File: src/rtl/spi_flash_responder_if.sv
// SPI pins plus the synchronous memory read port of the flash responder.
// slave is the responder's view and master is the initiator/memory view.
interface spi_flash_responder_if;
  logic        spi_clk;
  logic        csb;
  logic        mosi;
  logic        miso;
  logic        miso_oe;
  logic        mem_rd_o;
  logic [23:0] mem_addr_o;
  logic [7:0]  mem_rdata_i;

  modport slave (
    input  spi_clk, csb, mosi, mem_rdata_i,
    output miso, miso_oe, mem_rd_o, mem_addr_o
  );

  modport master (
    output spi_clk, csb, mosi, mem_rdata_i,
    input  miso, miso_oe, mem_rd_o, mem_addr_o
  );
endinterface

File: src/rtl/spi_flash_responder.sv
// SPI mode-0 flash model: oversamples the bus and answers READ (0x03) from an
// external synchronous memory and JEDEC-ID (0x9F) from a constant.
module spi_flash_responder #(
  parameter logic [23:0] JEDEC_ID = 24'hEF4016
) (
  input  logic                  clk_i,
  input  logic                  rst_i,
  spi_flash_responder_if.slave  bus
);

  localparam int unsigned ADDR_W = 24;
  localparam int unsigned DATA_W = 8;
  localparam int unsigned CNT_W  = 5;
  localparam int unsigned IDX_W  = 2;

  typedef enum logic [2:0] {
    S_IDLE, S_CMD, S_ADDR, S_DATA, S_ID, S_IGNORE
  } state_e;

  logic sck_s1_q, sck_s2_q, sck_s3_q;
  logic csb_s1_q, csb_s2_q;
  logic mosi_s1_q, mosi_s2_q;
  logic vld1_q, vld2_q;

  state_e              state_q, state_d;
  logic [CNT_W-1:0]    bit_cnt_q, bit_cnt_d;
  logic [ADDR_W-1:0]   in_shift_q, in_shift_d;
  logic [DATA_W-1:0]   out_shift_q, out_shift_d;
  logic [DATA_W-1:0]   pf_q, pf_d;
  logic [ADDR_W-1:0]   addr_cnt_q, addr_cnt_d;
  logic [IDX_W-1:0]    id_idx_q, id_idx_d;
  logic                armed_q, armed_d;
  logic                fetch_load_q, fetch_load_d;
  logic                cap_load_q, cap_load_d;
  logic                cap_pf_q, cap_pf_d;
  logic                miso_q, miso_d;
  logic                miso_oe_q, miso_oe_d;
  logic                mem_rd_q, mem_rd_d;
  logic [ADDR_W-1:0]   mem_addr_q, mem_addr_d;

  logic sck_rise_c, sck_fall_c;
  logic [DATA_W-1:0] id_next_c;

  // Input synchronizers; vld flags mark when the csb copy reflects the pin.
  always_ff @(posedge clk_i) begin
    if (rst_i) begin
      sck_s1_q  <= 1'b0;
      sck_s2_q  <= 1'b0;
      sck_s3_q  <= 1'b0;
      csb_s1_q  <= 1'b1;
      csb_s2_q  <= 1'b1;
      mosi_s1_q <= 1'b0;
      mosi_s2_q <= 1'b0;
      vld1_q    <= 1'b0;
      vld2_q    <= 1'b0;
    end else begin
      sck_s1_q  <= bus.spi_clk;
      sck_s2_q  <= sck_s1_q;
      sck_s3_q  <= sck_s2_q;
      csb_s1_q  <= bus.csb;
      csb_s2_q  <= csb_s1_q;
      mosi_s1_q <= bus.mosi;
      mosi_s2_q <= mosi_s1_q;
      vld1_q    <= 1'b1;
      vld2_q    <= vld1_q;
    end
  end

  assign sck_rise_c = sck_s2_q & ~sck_s3_q;
  assign sck_fall_c = ~sck_s2_q & sck_s3_q;

  always_comb begin
    unique case (id_idx_q)
      IDX_W'(1): id_next_c = JEDEC_ID[15:8];
      IDX_W'(2): id_next_c = JEDEC_ID[7:0];
      default:   id_next_c = '0;
    endcase
  end

  always_comb begin
    state_d      = state_q;
    bit_cnt_d    = bit_cnt_q;
    in_shift_d   = in_shift_q;
    out_shift_d  = out_shift_q;
    pf_d         = pf_q;
    addr_cnt_d   = addr_cnt_q;
    id_idx_d     = id_idx_q;
    armed_d      = armed_q | (vld2_q & csb_s2_q);
    fetch_load_d = fetch_load_q;
    cap_load_d   = mem_rd_q & fetch_load_q;
    cap_pf_d     = mem_rd_q & ~fetch_load_q;
    miso_d       = miso_q;
    mem_rd_d     = 1'b0;
    mem_addr_d   = mem_addr_q;

    // Read data arrives one cycle after the registered strobe.
    if (cap_load_q) out_shift_d = bus.mem_rdata_i;
    if (cap_pf_q)   pf_d        = bus.mem_rdata_i;

    if (csb_s2_q) begin
      state_d     = S_IDLE;
      bit_cnt_d   = '0;
      in_shift_d  = '0;
      out_shift_d = '0;
      pf_d        = '0;
      addr_cnt_d  = '0;
      id_idx_d    = '0;
      cap_load_d  = 1'b0;
      cap_pf_d    = 1'b0;
      miso_d      = 1'b0;
    end else begin
      unique case (state_q)
        S_IDLE: begin
          // Not armed after reset until csb has been seen high.
          if (armed_q) begin
            state_d   = S_CMD;
            bit_cnt_d = '0;
          end
        end
        S_CMD: begin
          if (sck_rise_c) begin
            in_shift_d = {in_shift_q[ADDR_W-2:0], mosi_s2_q};
            bit_cnt_d  = bit_cnt_q + CNT_W'(1);
            if (bit_cnt_q == CNT_W'(7)) begin
              bit_cnt_d = '0;
              if (in_shift_d[DATA_W-1:0] == 8'h03) begin
                state_d = S_ADDR;
              end else if (in_shift_d[DATA_W-1:0] == 8'h9F) begin
                state_d     = S_ID;
                out_shift_d = JEDEC_ID[23:16];
                id_idx_d    = IDX_W'(1);
              end else begin
                state_d = S_IGNORE;
              end
            end
          end
        end
        S_ADDR: begin
          if (sck_rise_c) begin
            in_shift_d = {in_shift_q[ADDR_W-2:0], mosi_s2_q};
            bit_cnt_d  = bit_cnt_q + CNT_W'(1);
            if (bit_cnt_q == CNT_W'(23)) begin
              bit_cnt_d    = '0;
              mem_rd_d     = 1'b1;
              mem_addr_d   = in_shift_d;
              fetch_load_d = 1'b1;
              addr_cnt_d   = in_shift_d + ADDR_W'(1);
              state_d      = S_DATA;
            end
          end
        end
        S_DATA, S_ID: begin
          if (sck_fall_c) begin
            miso_d      = out_shift_q[DATA_W-1];
            out_shift_d = {out_shift_q[DATA_W-2:0], 1'b0};
            bit_cnt_d   = bit_cnt_q + CNT_W'(1);
            // Prefetch the next byte while this byte's MSB goes out.
            if (state_q == S_DATA && bit_cnt_q == '0) begin
              mem_rd_d     = 1'b1;
              mem_addr_d   = addr_cnt_q;
              fetch_load_d = 1'b0;
              addr_cnt_d   = addr_cnt_q + ADDR_W'(1);
            end
            if (bit_cnt_q == CNT_W'(7)) begin
              bit_cnt_d = '0;
              if (state_q == S_DATA) begin
                out_shift_d = pf_q;
              end else begin
                out_shift_d = id_next_c;
                if (id_idx_q != IDX_W'(3)) id_idx_d = id_idx_q + IDX_W'(1);
              end
            end
          end
        end
        S_IGNORE: miso_d = 1'b0;
        default:  state_d = S_IDLE;
      endcase
    end

    miso_oe_d = (state_d == S_DATA) || (state_d == S_ID);
  end

  always_ff @(posedge clk_i) begin
    if (rst_i) begin
      state_q      <= S_IDLE;
      bit_cnt_q    <= '0;
      in_shift_q   <= '0;
      out_shift_q  <= '0;
      pf_q         <= '0;
      addr_cnt_q   <= '0;
      id_idx_q     <= '0;
      armed_q      <= 1'b0;
      fetch_load_q <= 1'b0;
      cap_load_q   <= 1'b0;
      cap_pf_q     <= 1'b0;
      miso_q       <= 1'b0;
      miso_oe_q    <= 1'b0;
      mem_rd_q     <= 1'b0;
      mem_addr_q   <= '0;
    end else begin
      state_q      <= state_d;
      bit_cnt_q    <= bit_cnt_d;
      in_shift_q   <= in_shift_d;
      out_shift_q  <= out_shift_d;
      pf_q         <= pf_d;
      addr_cnt_q   <= addr_cnt_d;
      id_idx_q     <= id_idx_d;
      armed_q      <= armed_d;
      fetch_load_q <= fetch_load_d;
      cap_load_q   <= cap_load_d;
      cap_pf_q     <= cap_pf_d;
      miso_q       <= miso_d;
      miso_oe_q    <= miso_oe_d;
      mem_rd_q     <= mem_rd_d;
      mem_addr_q   <= mem_addr_d;
    end
  end

  assign bus.miso       = miso_q;
  assign bus.miso_oe    = miso_oe_q;
  assign bus.mem_rd_o   = mem_rd_q;
  assign bus.mem_addr_o = mem_addr_q;

endmodule

File: src/flat_wrapper.sv
// flat-port wrapper written by rule: the top's interface ports become plain ports
module spi_flash_responder_flat 
#(
  parameter logic [23:0] JEDEC_ID = 24'hEF4016
)
  (clk_i, rst_i, bus_spi_clk, bus_csb, bus_mosi, bus_mem_rdata_i, bus_miso, bus_miso_oe, bus_mem_rd_o, bus_mem_addr_o);
  spi_flash_responder_if bus_i ();
  input  logic clk_i;
  input  logic rst_i;
  input wire logic [$bits(bus_i.spi_clk)-1:0] bus_spi_clk;
  input wire logic [$bits(bus_i.csb)-1:0] bus_csb;
  input wire logic [$bits(bus_i.mosi)-1:0] bus_mosi;
  input wire logic [$bits(bus_i.mem_rdata_i)-1:0] bus_mem_rdata_i;
  output wire logic [$bits(bus_i.miso)-1:0] bus_miso;
  output wire logic [$bits(bus_i.miso_oe)-1:0] bus_miso_oe;
  output wire logic [$bits(bus_i.mem_rd_o)-1:0] bus_mem_rd_o;
  output wire logic [$bits(bus_i.mem_addr_o)-1:0] bus_mem_addr_o;
  assign bus_i.spi_clk = bus_spi_clk;
  assign bus_i.csb = bus_csb;
  assign bus_i.mosi = bus_mosi;
  assign bus_i.mem_rdata_i = bus_mem_rdata_i;
  assign bus_miso = bus_i.miso;
  assign bus_miso_oe = bus_i.miso_oe;
  assign bus_mem_rd_o = bus_i.mem_rd_o;
  assign bus_mem_addr_o = bus_i.mem_addr_o;
  spi_flash_responder #(.JEDEC_ID(JEDEC_ID)) u_core (.clk_i(clk_i), .rst_i(rst_i), .bus(bus_i));
endmodule
File: config.mk
export PLATFORM = sky130hd
export DESIGN_NAME = spi_flash_responder_flat
export DESIGN_NICKNAME = d
export VERILOG_FILES = /design/src/rtl/spi_flash_responder_if.sv /design/src/rtl/spi_flash_responder.sv /design/src/flat_wrapper.sv
export SDC_FILE = /design/constraint.sdc
export NUM_CORES = 1
export LEC_CHECK = 0
export BUFFER_PORTS_ARGS = -buffer_cell sky130_fd_sc_hd__buf_2
export CORE_ASPECT_RATIO = 1.5
export CORE_UTILIZATION = 55
export DETAILED_ROUTE_END_ITERATION = 16
export PLACE_DENSITY = 0.77
export SYNTH_ARGS = -nofsm -noshare
export SYNTH_HDL_FRONTEND = slang
export SYNTH_SLANG_ARGS = --single-unit
File: constraint.sdc
create_clock -name clk_i -period 3.1 [get_ports clk_i]
set_input_delay 0.31 -clock clk_i [delete_from_list [all_inputs] [get_ports clk_i]]
set_output_delay 0.31 -clock clk_i [all_outputs]
set_load 0.05 [all_outputs]
* Word-level counts from Yosys, hierarchy flattened
Index checks and enable logic that the tools add are counted.
** Storage, ports and cells
- Register bits after elaboration :: 113
- Bits in latches :: 0
- RAM bits :: 0
- Memory bits (read-only) :: 0
- Bits of input ports :: 13
- Output and inout bits :: 27
- Word-level logic and storage cells :: 140
- Memories kept :: 0
** Operators by class
- Add/subtract/negate cells :: 4
- $mul :: 0
- Divide/modulo/power cells :: 0
- $lt $le $gt $ge :: 0
- Equal/unequal tests :: 26
- Shift-type cells :: 0
- Mux-type cells :: 58
- Bitwise operators :: 10
- Reduce and logical (&&, ||, !) cells :: 18
** Operator list (count)
- $mux W24 :: 8
- $pmux W24 S2 :: 2
- $mux W8 :: 8
- $add A24 B1 Y24 const B :: 2
- $mux W5 :: 6
- $mux W3 :: 7
- $ne A2 B1 Y1 const B :: 10
- $pmux W5 S4 :: 1
- $mux W2 :: 8
- $pmux W8 S2 :: 1
- $pmux W7 S2 :: 1
- $pmux W3 S4 :: 1
- $mux W1 :: 11
- $reduce_and A5 Y1 :: 2
- $eq A3 B2 Y1 const B :: 3
- $eq A3 B3 Y1 const B :: 3
- $reduce_and A9 Y1 :: 1
- $eq A8 B2 Y1 const B :: 1
- $eq A8 B8 Y1 const B :: 1
- $ne A2 B2 Y1 const B :: 3
- $pmux W1 S2 :: 3
- $reduce_and A6 Y1 :: 1
- $reduce_bool A2 Y1 :: 3
- $reduce_or A2 Y1 :: 3
- 18 further kinds :: 26

* Depth between registers and ports, before layout
Gate-level depths: netlist of the first run.
- Depth in word-level cells :: 9
- Gate-level depth with buffers :: 16

* Worst setup path after synthesis of the first run
No wires, ideal clock.
- Path type :: register to register
- Start point :: register u_core.state_q[1]
- End point :: register u_core.addr_cnt_q[22]
- Library setup time :: 0.070 ns
- Data arrival time :: 3.174 ns
- Data required time :: 3.030 ns
- Path slack :: -0.145 ns
- Stages on the path, launching flop included :: 17
- Path buffers :: 5
- Cell sequence :: dfxtp_1 > buf_6 > and3b_1 > buf_6 > nor2_1 > buf_2 > buf_2 > buf_2 > nand2_1 > nand2_1 > ha_1 > nand4_1 > nor3_1 > nand4_1 > a221oi_1 > mux2_2 > a21oi_1
** Between the ends
- Word-level cells in the longest chain between the ends :: 4
- Elaborated cells between the ends (all ways) :: 12
** RTL lines
- start: declaration :: RTL line spi_flash_responder.sv:25 : state_e state_q, state_d;
- start signal: assignment :: RTL line spi_flash_responder.sv:201 : state_q <= state_d;
- $eq A3 B3 Y1 / $eq A3 B2 Y1 (equally long branches) :: RTL line spi_flash_responder.sv:112, spi_flash_responder.sv:158
- $reduce_or A2 Y1 / $logic_and A1 B1 Y1 (equally long branches) :: RTL line spi_flash_responder.sv:112, spi_flash_responder.sv:158
- $ne A2 B1 Y1 (no source line) / $reduce_bool A2 Y1 (equally long branches)
- $reduce_and A5 Y1 (no source line)
- end signal: assignment :: RTL line spi_flash_responder.sv:206 : addr_cnt_q <= addr_cnt_d;
- end: declaration :: RTL line spi_flash_responder.sv:30 : logic [ADDR_W-1:0] addr_cnt_q, addr_cnt_d;
Several ways; a longest one is shown, not always the timed one.
A chain may end at the register's enable or synchronous reset.

* Worst setup path after layout of the first run
- Start point :: register u_core.state_q[0]
- End point :: register u_core.addr_cnt_q[18]
The elaborated chain is that of the path after synthesis.

==> metrics.csv, run 1 <==
metric,value,unit
RePlAce Congestion,0.900,
ys async rst share,0,%
DR vias/cell,6.35,
final setup vio count,0,
worst-path fanout max,6,
post-DP HPWL,10300,um
Core Footprint,0.0102,mm2
"CP delay by family, top",simple AND/OR/NAND/NOR gates,
CP Launch Type,register,
Antenna Violating Nets Remaining,0,
multi-input logic area,0.00327,mm2
Period minus WS final,2.83,ns
routed wire length,15800,um
M1 GR Usage,35.4,%
DIE HEIGHT,128,um
drt pass-1 iters,5,
# port buffers,39,
post-synth top area cell,dfxtp_1,
Reg area,0.00226,mm2
CTS Sinks,113,
WL per Instance,17.6,um
Leakage,2.24,nW
Initial Utilization,56.7,%
initial antenna violation count,0,
Die ar.,0.0109,mm2
H-tree Lvls,4,
number of flops mapped to enable cells by yosys,0,
"Avg Cell Area, Syn",8.04,um2
final worst clock skew,0.00837,ns
die width,85.7,um
Mapped Nets,738,
HP Class,in2reg,
sequential area share after synthesis,39.1,%
"top cells by area, synth","dfxtp_1, nand2_1, mux2i_1, a21oi_1, nor2_1",
total chip power,3.43,mW
Non-Filler Instances,894,
Syn. warnings,0,
post-cts resize count,0,
Worst path slowest cell,or3b_1,
pwr dens,511,mW/mm2
most instantiated cells after synthesis,"nand2_1, dfxtp_1, nor2_1, a21oi_1, mux2i_1",
ratio of final minimum period to clock period,91.4,%
antenna fix cells,0,
global-route wire length before repair,25600,um
Setup crit end kind,register,
"Area growth, synth to finish",15.9,%
layout cells sized above 1,14.6,%
"Hold Vio Cnt, Final",0,
Max clock buf depth,2,
initial DRC count,446,
GRT Max-Usage Layer,met2,
critical path type,reg2reg,
Fin Setup TNS,0,ns
hold_buf cts,0,
GRT Residual Overflow,0,
Peak VDD IR,0.423,mV
FMAX,0.353,GHz
Crit path arrival time,3.18,ns
CTS Root Cell,clkbuf_16,
Seq cells post-synth,113,
worst path cell trace,or3b_1 -> nand2_2 -> nand2_1 -> nand2_1 -> ha_1 -> nand4_1 -> nor3_2 -> nand4_1 -> a211oi_1 -> mux2_2 -> a21oi_1,
buffer count from post-CTS setup fixing,0,
Rel. slew slack,40.8,%
dominant synthesized flop cell,dfxtp_1,
MaxCap Viol Count,0,
RSZ-0062 raised after global routing,false,
vias in the first global route,5271,
Nets,762,
overall routing resource usage,29.7,%
CTS tree,built,
fill cell count,871,
Placed Cells,865,
largest net degree at the start of global routing,50,
Required @ worst endpoint,3.45,ns
min setup slack post-route,0.267,ns
Num CTS Buffers,17,
Worst Tran Pin Value,0.888,ns
DRC,0,
row count,45,
CP Buf/Inv Count,0,
Clock Pin Slew Worst Setup and Hold Paths,0.05,ns
Clock Latency Late Sink,0.42,ns
Synth top area share,39.1,%
count of final max-slew check failures,0,
I/O pin total,40,
"count leader, synth",nand2_1,
post-synth cell types,63,
outcome,finished clean,
Post-Syn Area,0.00578,mm2
pre-CTS setup slack,0.324,ns
met3 Track Usage GR,6.46,%
Syn Inst Count,719,
CP max stage delay,0.43,ns
vias,5674,
grt met2 use,49.8,%
==> registers in the layout, indices dropped and copies added, names as in the netlist <==
name	flops
u_core.bus.miso	1
u_core.fetch_load_q	1
u_core.state_q	3
u_core.cap_pf_q	1
u_core.id_idx_q	2
u_core.sck_s3_q	1
u_core.bus.mem_rd_o	1
u_core.out_shift_q	8
u_core.mosi_s1_q	1
u_core.csb_s1_q	1
u_core.cap_load_q	1
u_core.mosi_s2_q	1
u_core.bus.mem_addr_o	24
u_core.vld2_q	1
u_core.pf_q	8
u_core.csb_s2_q	1
u_core.addr_cnt_q	24
u_core.vld1_q	1
u_core.sck_s2_q	1
u_core.bit_cnt_q	5
u_core.in_shift_q	23
u_core.armed_q	1
u_core.bus.miso_oe	1
u_core.sck_s1_q	1
==> routing by layer <==
layer	vias to the layer above	part of all wire (%)
met1	2704	41
met2	266	50
li1	2656	-
met5	-	0
met4	0	2.9
met3	48	6.1
==> through the flow <==
step           cell area, um2  util [%]  hold WS, ns
2_1_floorplan            5800         -        0.389
4_1_cts                  6700      65.8       0.0726
3_5_place_dp             6120      60.1        0.408
5_1_grt                  6700      65.8       0.0873
3_3_place_gp             6120      60.1        0.391
6_report                 6700      65.8       0.0787
==> cell type report <==
| type | instances | share of cell area, % |
|---|---|---|
| Clock inverter | 5 | 1.16 |
| Inverter | 9 | 0.504 |
| Multi-Input combinational cell | 542 | 48.8 |
| Tap cell | 141 | 2.63 |
| Clock buffer | 24 | 7.49 |
| Timing Repair Buffer | 60 | 5.64 |
| Sequential cell | 113 | 33.8 |
==> report_power, final <==
group / switching (mW) / internal [mW] / leakage, nW
sequential: 0.00439 / 1.46 / 0.912
combinational: 0.0323 / 0.0170 / 1.04
clock: 0.642 / 1.27 / 0.284
==> cell usage in the layout, fill, tap and decap left out, drive strengths merged, types with 5 or more instances in the layout <==
cell type,n
nand4,20
nand3,22
a21oi,60
buf,60
a311oi,8
mux2,6
a22oi,5
a31oi,16
or3,5
o211ai,11
nor2b,11
nor3,9
dfxtp,113
inv,9
nor2,69
a211oi,23
o21ai,26
clkbuf,24
o2111ai,9
and3,10
and4,7
and2,7
ha,6
nand2b,5
nand2,115
mux2i,36
==> worst paths after layout <==
check | from | to | slack (ns) | depth (start not counted)
min reg2reg | u_core.csb_s1_q$_SDFF_PP1_ | u_core.csb_s2_q$_SDFF_PP1_ | 0.42 | 1
max reg2reg | u_core.state_q[0]$_SDFF_PP0_ | u_core.addr_cnt_q[18]$_SDFFE_PP0P_ | 0.27 | 11
min | bus_csb | u_core.csb_s1_q$_SDFF_PP1_ | 0.08 | 2
max | u_core.state_q[0]$_SDFF_PP0_ | u_core.addr_cnt_q[18]$_SDFFE_PP0P_ | 0.27 | 11
==> cell families (layout without fill, tap and decap cells) <==
logic type / after synthesis / after routing / share of synthesized area [%]
compound gates: 189 / 189 / 21.7
xor+xnor: 6 / 6 / 0.909
fa+ha+maj: 6 / 6 / 1.30
buf+inv: 64 / 98 / 4.91
flops: 113 / 113 / 39.1
mux: 42 / 42 / 7.40
simple gates: 299 / 299 / 24.6
No activity file was read; power rests on OpenSTA's default activity.
==> run 2, diff against run 1 <==
- RECOVER_POWER: unset -> 25
==> metrics.csv, run 2 (synthesized netlist as in run 1, its figures left out) <==
metric,value,unit,change
overall routing resource usage,29.7,%,unchanged
Leakage,2.14,nW,-4.3%
Nets,762,,unchanged
"Area growth, synth to finish",15.5,%,
count of final max-slew check failures,38,,+38
Reg2Reg Setup Slack,0.26,ns,about the same
CP Launch Type,register,,
vias,5631,,-0.76%
worst flop-to-flop path startpoint,u_core.state_q[0]$_SDFF_PP0_,,
fill cell count,883,,+1.4%
outcome,finished with violations,,
ratio of final minimum period to clock period,91.5,%,+0.11 points
Clock Latency Late Sink,0.42,ns,about the same
Crit path arrival time,3.19,ns,about the same
final hold slack,0.0777,ns,-0.00106 ns
Initial Utilization,56.7,%,unchanged
Hold EP,u_core.csb_s1_q$_SDFF_PP1_,,
global-route wire length before repair,25600,um,unchanged
row count,45,,unchanged
Setup crit end kind,register,,
layout cells sized above 1,11.7,%,-2.9 points
Core Footprint,0.0102,mm2,unchanged
RePlAce Congestion,0.900,,unchanged
Clock Pin Slew Worst Setup and Hold Paths,0.05,ns,about the same
Peak VDD IR,0.423,mV,about the same
total chip power,3.43,mW,about the same
CTS Sinks,113,,unchanged
FMAX,0.353,GHz,-0.12%
final worst clock skew,0.00804,ns,-0.000335 ns
Antenna Violating Nets Remaining,0,,unchanged
RSZ-0062 raised after global routing,false,,
Num CTS Buffers,17,,unchanged
H-tree Lvls,4,,unchanged
antenna fix cells,0,,unchanged
die width,85.7,um,unchanged
pwr dens,513,mW/mm2,+0.39%
post-cts resize count,0,,unchanged
CTS Root Cell,clkbuf_16,,
Rel. slew slack,-10.4,%,-51 points
worst-path fanout max,6,,unchanged
hold_buf cts,0,,unchanged
Worst Hold Launch,bus_csb,,
initial antenna violation count,0,,unchanged
WL per Instance,17.5,um,-0.77%
MaxCap Viol Count,1,,+1
Fin Setup TNS,0,ns,unchanged
DIE HEIGHT,128,um,unchanged
drt pass-1 iters,6,,+1
"Hold Vio Cnt, Final",0,,unchanged
# port buffers,39,,unchanged
Max clock buf depth,2,,unchanged
initial DRC count,434,,-2.7%
"most common cell after layout, fill and taps aside",nand2_1,,
I/O pin total,40,,unchanged
vias in the first global route,5271,,unchanged
Die ar.,0.0109,mm2,unchanged
largest net degree at the start of global routing,50,,unchanged
Worst Tran Pin Value,1.66,ns,+0.768 ns
Period minus WS final,2.84,ns,+0.00327 ns
failing checks,"max-capacitance violations, max-slew violations",,
DR vias/cell,6.30,,-0.76%
r2r endpoint,u_core.addr_cnt_q[18]$_SDFFE_PP0P_,,
critical path type,reg2reg,,
routed wire length,15600,um,-0.77%
hold-critical path depth,2,,unchanged
CTS tree,built,,
post-DP HPWL,10300,um,unchanged
HP Class,in2reg,,
Worst Reg2Reg Path Length in Cells,11,,unchanged
GRT Residual Overflow,0,,unchanged
final setup vio count,0,,unchanged
Required @ worst endpoint,3.45,ns,about the same
DRC,0,,unchanged
most frequent cells in the layout,"nand2_1, dfxtp_1, nor2_1, a21oi_1, mux2i_1",,
buffer count from post-CTS setup fixing,0,,unchanged
run 2: cell count changes in the layout (fill, tap and decap cells not counted), sizes merged:
cell,delta
clkbuf,+22
buf,-22
run 2: worst max-delay path by stage:
stage,startpoint,slack (ns),endpoint
global route,u_core.state_q[0]$_SDFF_PP0_,0.09,u_core.addr_cnt_q[18]$_SDFFE_PP0P_
detailed placement,u_core.state_q[0]$_SDFF_PP0_,0.32,u_core.addr_cnt_q[22]$_SDFFE_PP0P_
global placement,u_core.state_q[0]$_SDFF_PP0_,0.40,u_core.addr_cnt_q[18]$_SDFFE_PP0P_
CTS,u_core.state_q[0]$_SDFF_PP0_,0.29,u_core.addr_cnt_q[18]$_SDFFE_PP0P_
floorplan,u_core.state_q[1]$_SDFF_PP0_,0.0006,u_core.addr_cnt_q[18]$_SDFFE_PP0P_
finish,u_core.state_q[0]$_SDFF_PP0_,0.26,u_core.addr_cnt_q[18]$_SDFFE_PP0P_
run 2: layout make-up:
| class | instances | area [um2] | share of cell area (%) |
|---|---|---|---|
| Sequential cell | 113 | 2260 | 33.9 |
| Timing Repair Buffer | 60 | 350 | 5.25 |
| Clock inverter | 5 | 77.6 | 1.16 |
| Clock buffer | 24 | 502 | 7.52 |
| Tap cell | 141 | 176 | 2.64 |
| Multi-Input combinational cell | 542 | 3270 | 49.0 |
| Inverter | 9 | 33.8 | 0.506 |
run 2: critical path, stage by stage, from the launching register on:
cell	delay (ns)
dfxtp_1	0.36
or3b_1	0.43
nand2_2	0.09
nand2_1	0.07
nand2_1	0.08
ha_1	0.19
nand4_1	0.17
nor3_2	0.34
nand4_1	0.23
a211oi_1	0.31
mux2_2	0.36
a21oi_1	0.13
run 2: layer usage:
layer  GRT usage (%)  up-vias  part of all wire [%]
li1                -     2655                     -
met2            49.8      243                    50
met1            35.4     2684                    41
met4            15.6        0                   3.0
met5               0        -                     0
met3            6.46       49                   5.9
run 2: per-stage QoR:
stage          cells  setup slack [ns]  utilization, %  instance area (um2)
6_report         894             0.264            65.5                 6670
2_1_floorplan    719          0.000641               -                 5800
3_5_place_dp     865             0.324            60.1                 6120
5_1_grt          894            0.0906            65.5                 6670
4_1_cts          894             0.285            65.8                 6700
3_3_place_gp     865             0.399            60.1                 6120
run 2: where the power goes:
part	switching, mW	leakage, nW	internal, mW	total, mW
Combinational	0.0321	0.949	0.0169	0.0490
Clock	0.641	0.284	1.27	1.91
Sequential	0.00440	0.912	1.46	1.47
==> run 3, diff against run 2 <==
- CORE_ASPECT_RATIO: 1.5 -> unset
==> metrics.csv, run 3 (synthesized netlist as in run 1, its figures left out) <==
metric,value,unit,change
vias in the first global route,5351,,+1.5%
Max clock buf depth,2,,unchanged
M1 GR Usage,40.2,%,+4.8 points
Worst Hold Launch,bus_mem_rdata_i[3],,
Nets,765,,+0.39%
global-route wire length before repair,26500,um,+3.8%
# port buffers,39,,unchanged
fill cell count,867,,-1.8%
RSZ-0062 raised after global routing,false,,
Clock Latency Late Sink,0.53,ns,+0.11 ns
CTS tree,built,,
routed wire length,16000,um,+2.4%
Antenna Violating Nets Remaining,0,,unchanged
count of final max-slew check failures,38,,unchanged
Num CTS Buffers,17,,unchanged
Clock Pin Slew Worst Setup and Hold Paths,0.06,ns,about the same
Required @ worst endpoint,3.55,ns,+0.10 ns
I/O pin total,40,,unchanged
"Area growth, synth to finish",16.4,%,
initial DRC count,406,,-6.5%
GRT Residual Overflow,0,,unchanged
Non-Filler Instances,895,,+0.11%
Crit path arrival time,3.36,ns,+0.17 ns
initial antenna violation count,0,,unchanged
largest net degree at the start of global routing,46,,-8.0%
Placed Cells,860,,-0.58%
multi-input logic area,0.00327,mm2,unchanged
Reg area,0.00226,mm2,unchanged
Initial Utilization,56.2,%,-0.48 points
die width,105,um,+22%
CP Launch Type,register,,
Die ar.,0.0109,mm2,about the same
Layout Utilization,65.5,%,about the same
ratio of final minimum period to clock period,93.8,%,+2.3 points
HP Class,in2reg,,
worst-path fanout max,6,,unchanged
overall routing resource usage,30.4,%,+0.73 points
DRC,0,,unchanged
Core Footprint,0.0103,mm2,+0.85%
CTS Sinks,113,,unchanged
worst flop-to-flop path startpoint,u_core.state_q[0]$_SDFF_PP0_,,
CP Launch Point,u_core.state_q[0]$_SDFF_PP0_,,
drt pass-1 iters,6,,unchanged
grt met2 use,47.8,%,-2.0 points
row count,37,,-18%
Rel. slew slack,-13.6,%,-3.2 points
RePlAce Congestion,0.946,,+5.2%
WL per Instance,17.9,um,+2.3%
"Hold Vio Cnt, Final",0,,unchanged
layout cells sized above 1,12.9,%,+1.2 points
total chip power,3.58,mW,+4.6%
post-cts resize count,0,,unchanged
Setup crit end kind,register,,
Worst Tran Pin Value,1.70,ns,+0.0477 ns
FMAX,0.344,GHz,-2.4%
post-DP HPWL,9910,um,-3.5%
most frequent cells in the layout,"nand2_1, dfxtp_1, nor2_1, a21oi_1, mux2i_1",,
DR vias/cell,6.38,,+1.3%
GRT Max-Usage Layer,met2,,
failing checks,"max-capacitance violations, max-slew violations",,
Leakage,2.20,nW,+2.6%
antenna fix cells,0,,unchanged
pwr dens,533,mW/mm2,+3.8%
H-tree Lvls,4,,unchanged
Period minus WS final,2.91,ns,+0.0709 ns
vias,5710,,+1.4%
CTS Root Cell,clkbuf_8,,
"most common cell after layout, fill and taps aside",nand2_1,,
Fin Setup TNS,0,ns,unchanged
met3 Track Usage GR,6.64,%,+0.18 points
outcome,finished with violations,,
critical path type,reg2reg,,
final worst clock skew,0.00637,ns,-0.00166 ns
DIE HEIGHT,105,um,-18%
Peak VDD IR,0.293,mV,-31%
final setup vio count,0,,unchanged
MaxCap Viol Count,1,,unchanged
-- run 3: area by class of cell --
class	instances	share of cell area (%)
Sequential cell	113	33.6
Clock inverter	10	2.31
Tap cell	136	2.53
Timing Repair Buffer	63	5.39
Clock buffer	22	7.03
Multi-Input combinational cell	542	48.6
Inverter	9	0.502
-- run 3: repair_timing --
item                      CTS  global route
setup buffers               0             0
hold endpoints to repair    3             0
hold buffers                3             0
-- run 3: critical path, stage by stage (launching register included) --
cell,delay (ns)
dfxtp_1,0.36
or3b_1,0.43
nand2_2,0.10
nand2_1,0.07
nand2_1,0.08
ha_1,0.17
nand4_1,0.15
nor3_2,0.38
nand4_1,0.27
a211oi_1,0.32
mux2_2,0.36
a21oi_1,0.15
-- run 3: final timing paths --
check                                  endpoint  slack, ns  depth (start not counted)
max reg2reg  u_core.addr_cnt_q[18]$_SDFFE_PP0P_       0.19                         11
min reg2reg          u_core.csb_s2_q$_SDFF_PP1_       0.41                          1
max          u_core.addr_cnt_q[18]$_SDFFE_PP0P_       0.19                         11
min                 u_core.pf_q[3]$_SDFFE_PP0P_       0.03                          3
-- run 3: through the flow --
stage	hold slack [ns]	area [um2]	setup WS [ns]
after floorplan	0.389	5800	0.000641
after global placement	0.393	6090	0.423
after detailed placement	0.398	6090	0.315
after CTS	0.0338	6750	0.256
after global routing	0.0439	6730	0.0462
final	0.0336	6730	0.193
-- run 3: power breakdown --
part           internal, mW  switching [mW]  total, mW  leakage (nW)
sequential             1.46         0.00437       1.46         0.912
clock                  1.38           0.684       2.07         0.307
combinational        0.0189          0.0327     0.0516         0.982
total                  2.86           0.721       3.58          2.20
-- run 3: metal layers --
metal	part of all wire (%)	up-vias
met5	0	-
met4	2.1	0
met3	8.1	40
met2	48	294
met1	42	2709
li1	-	2667
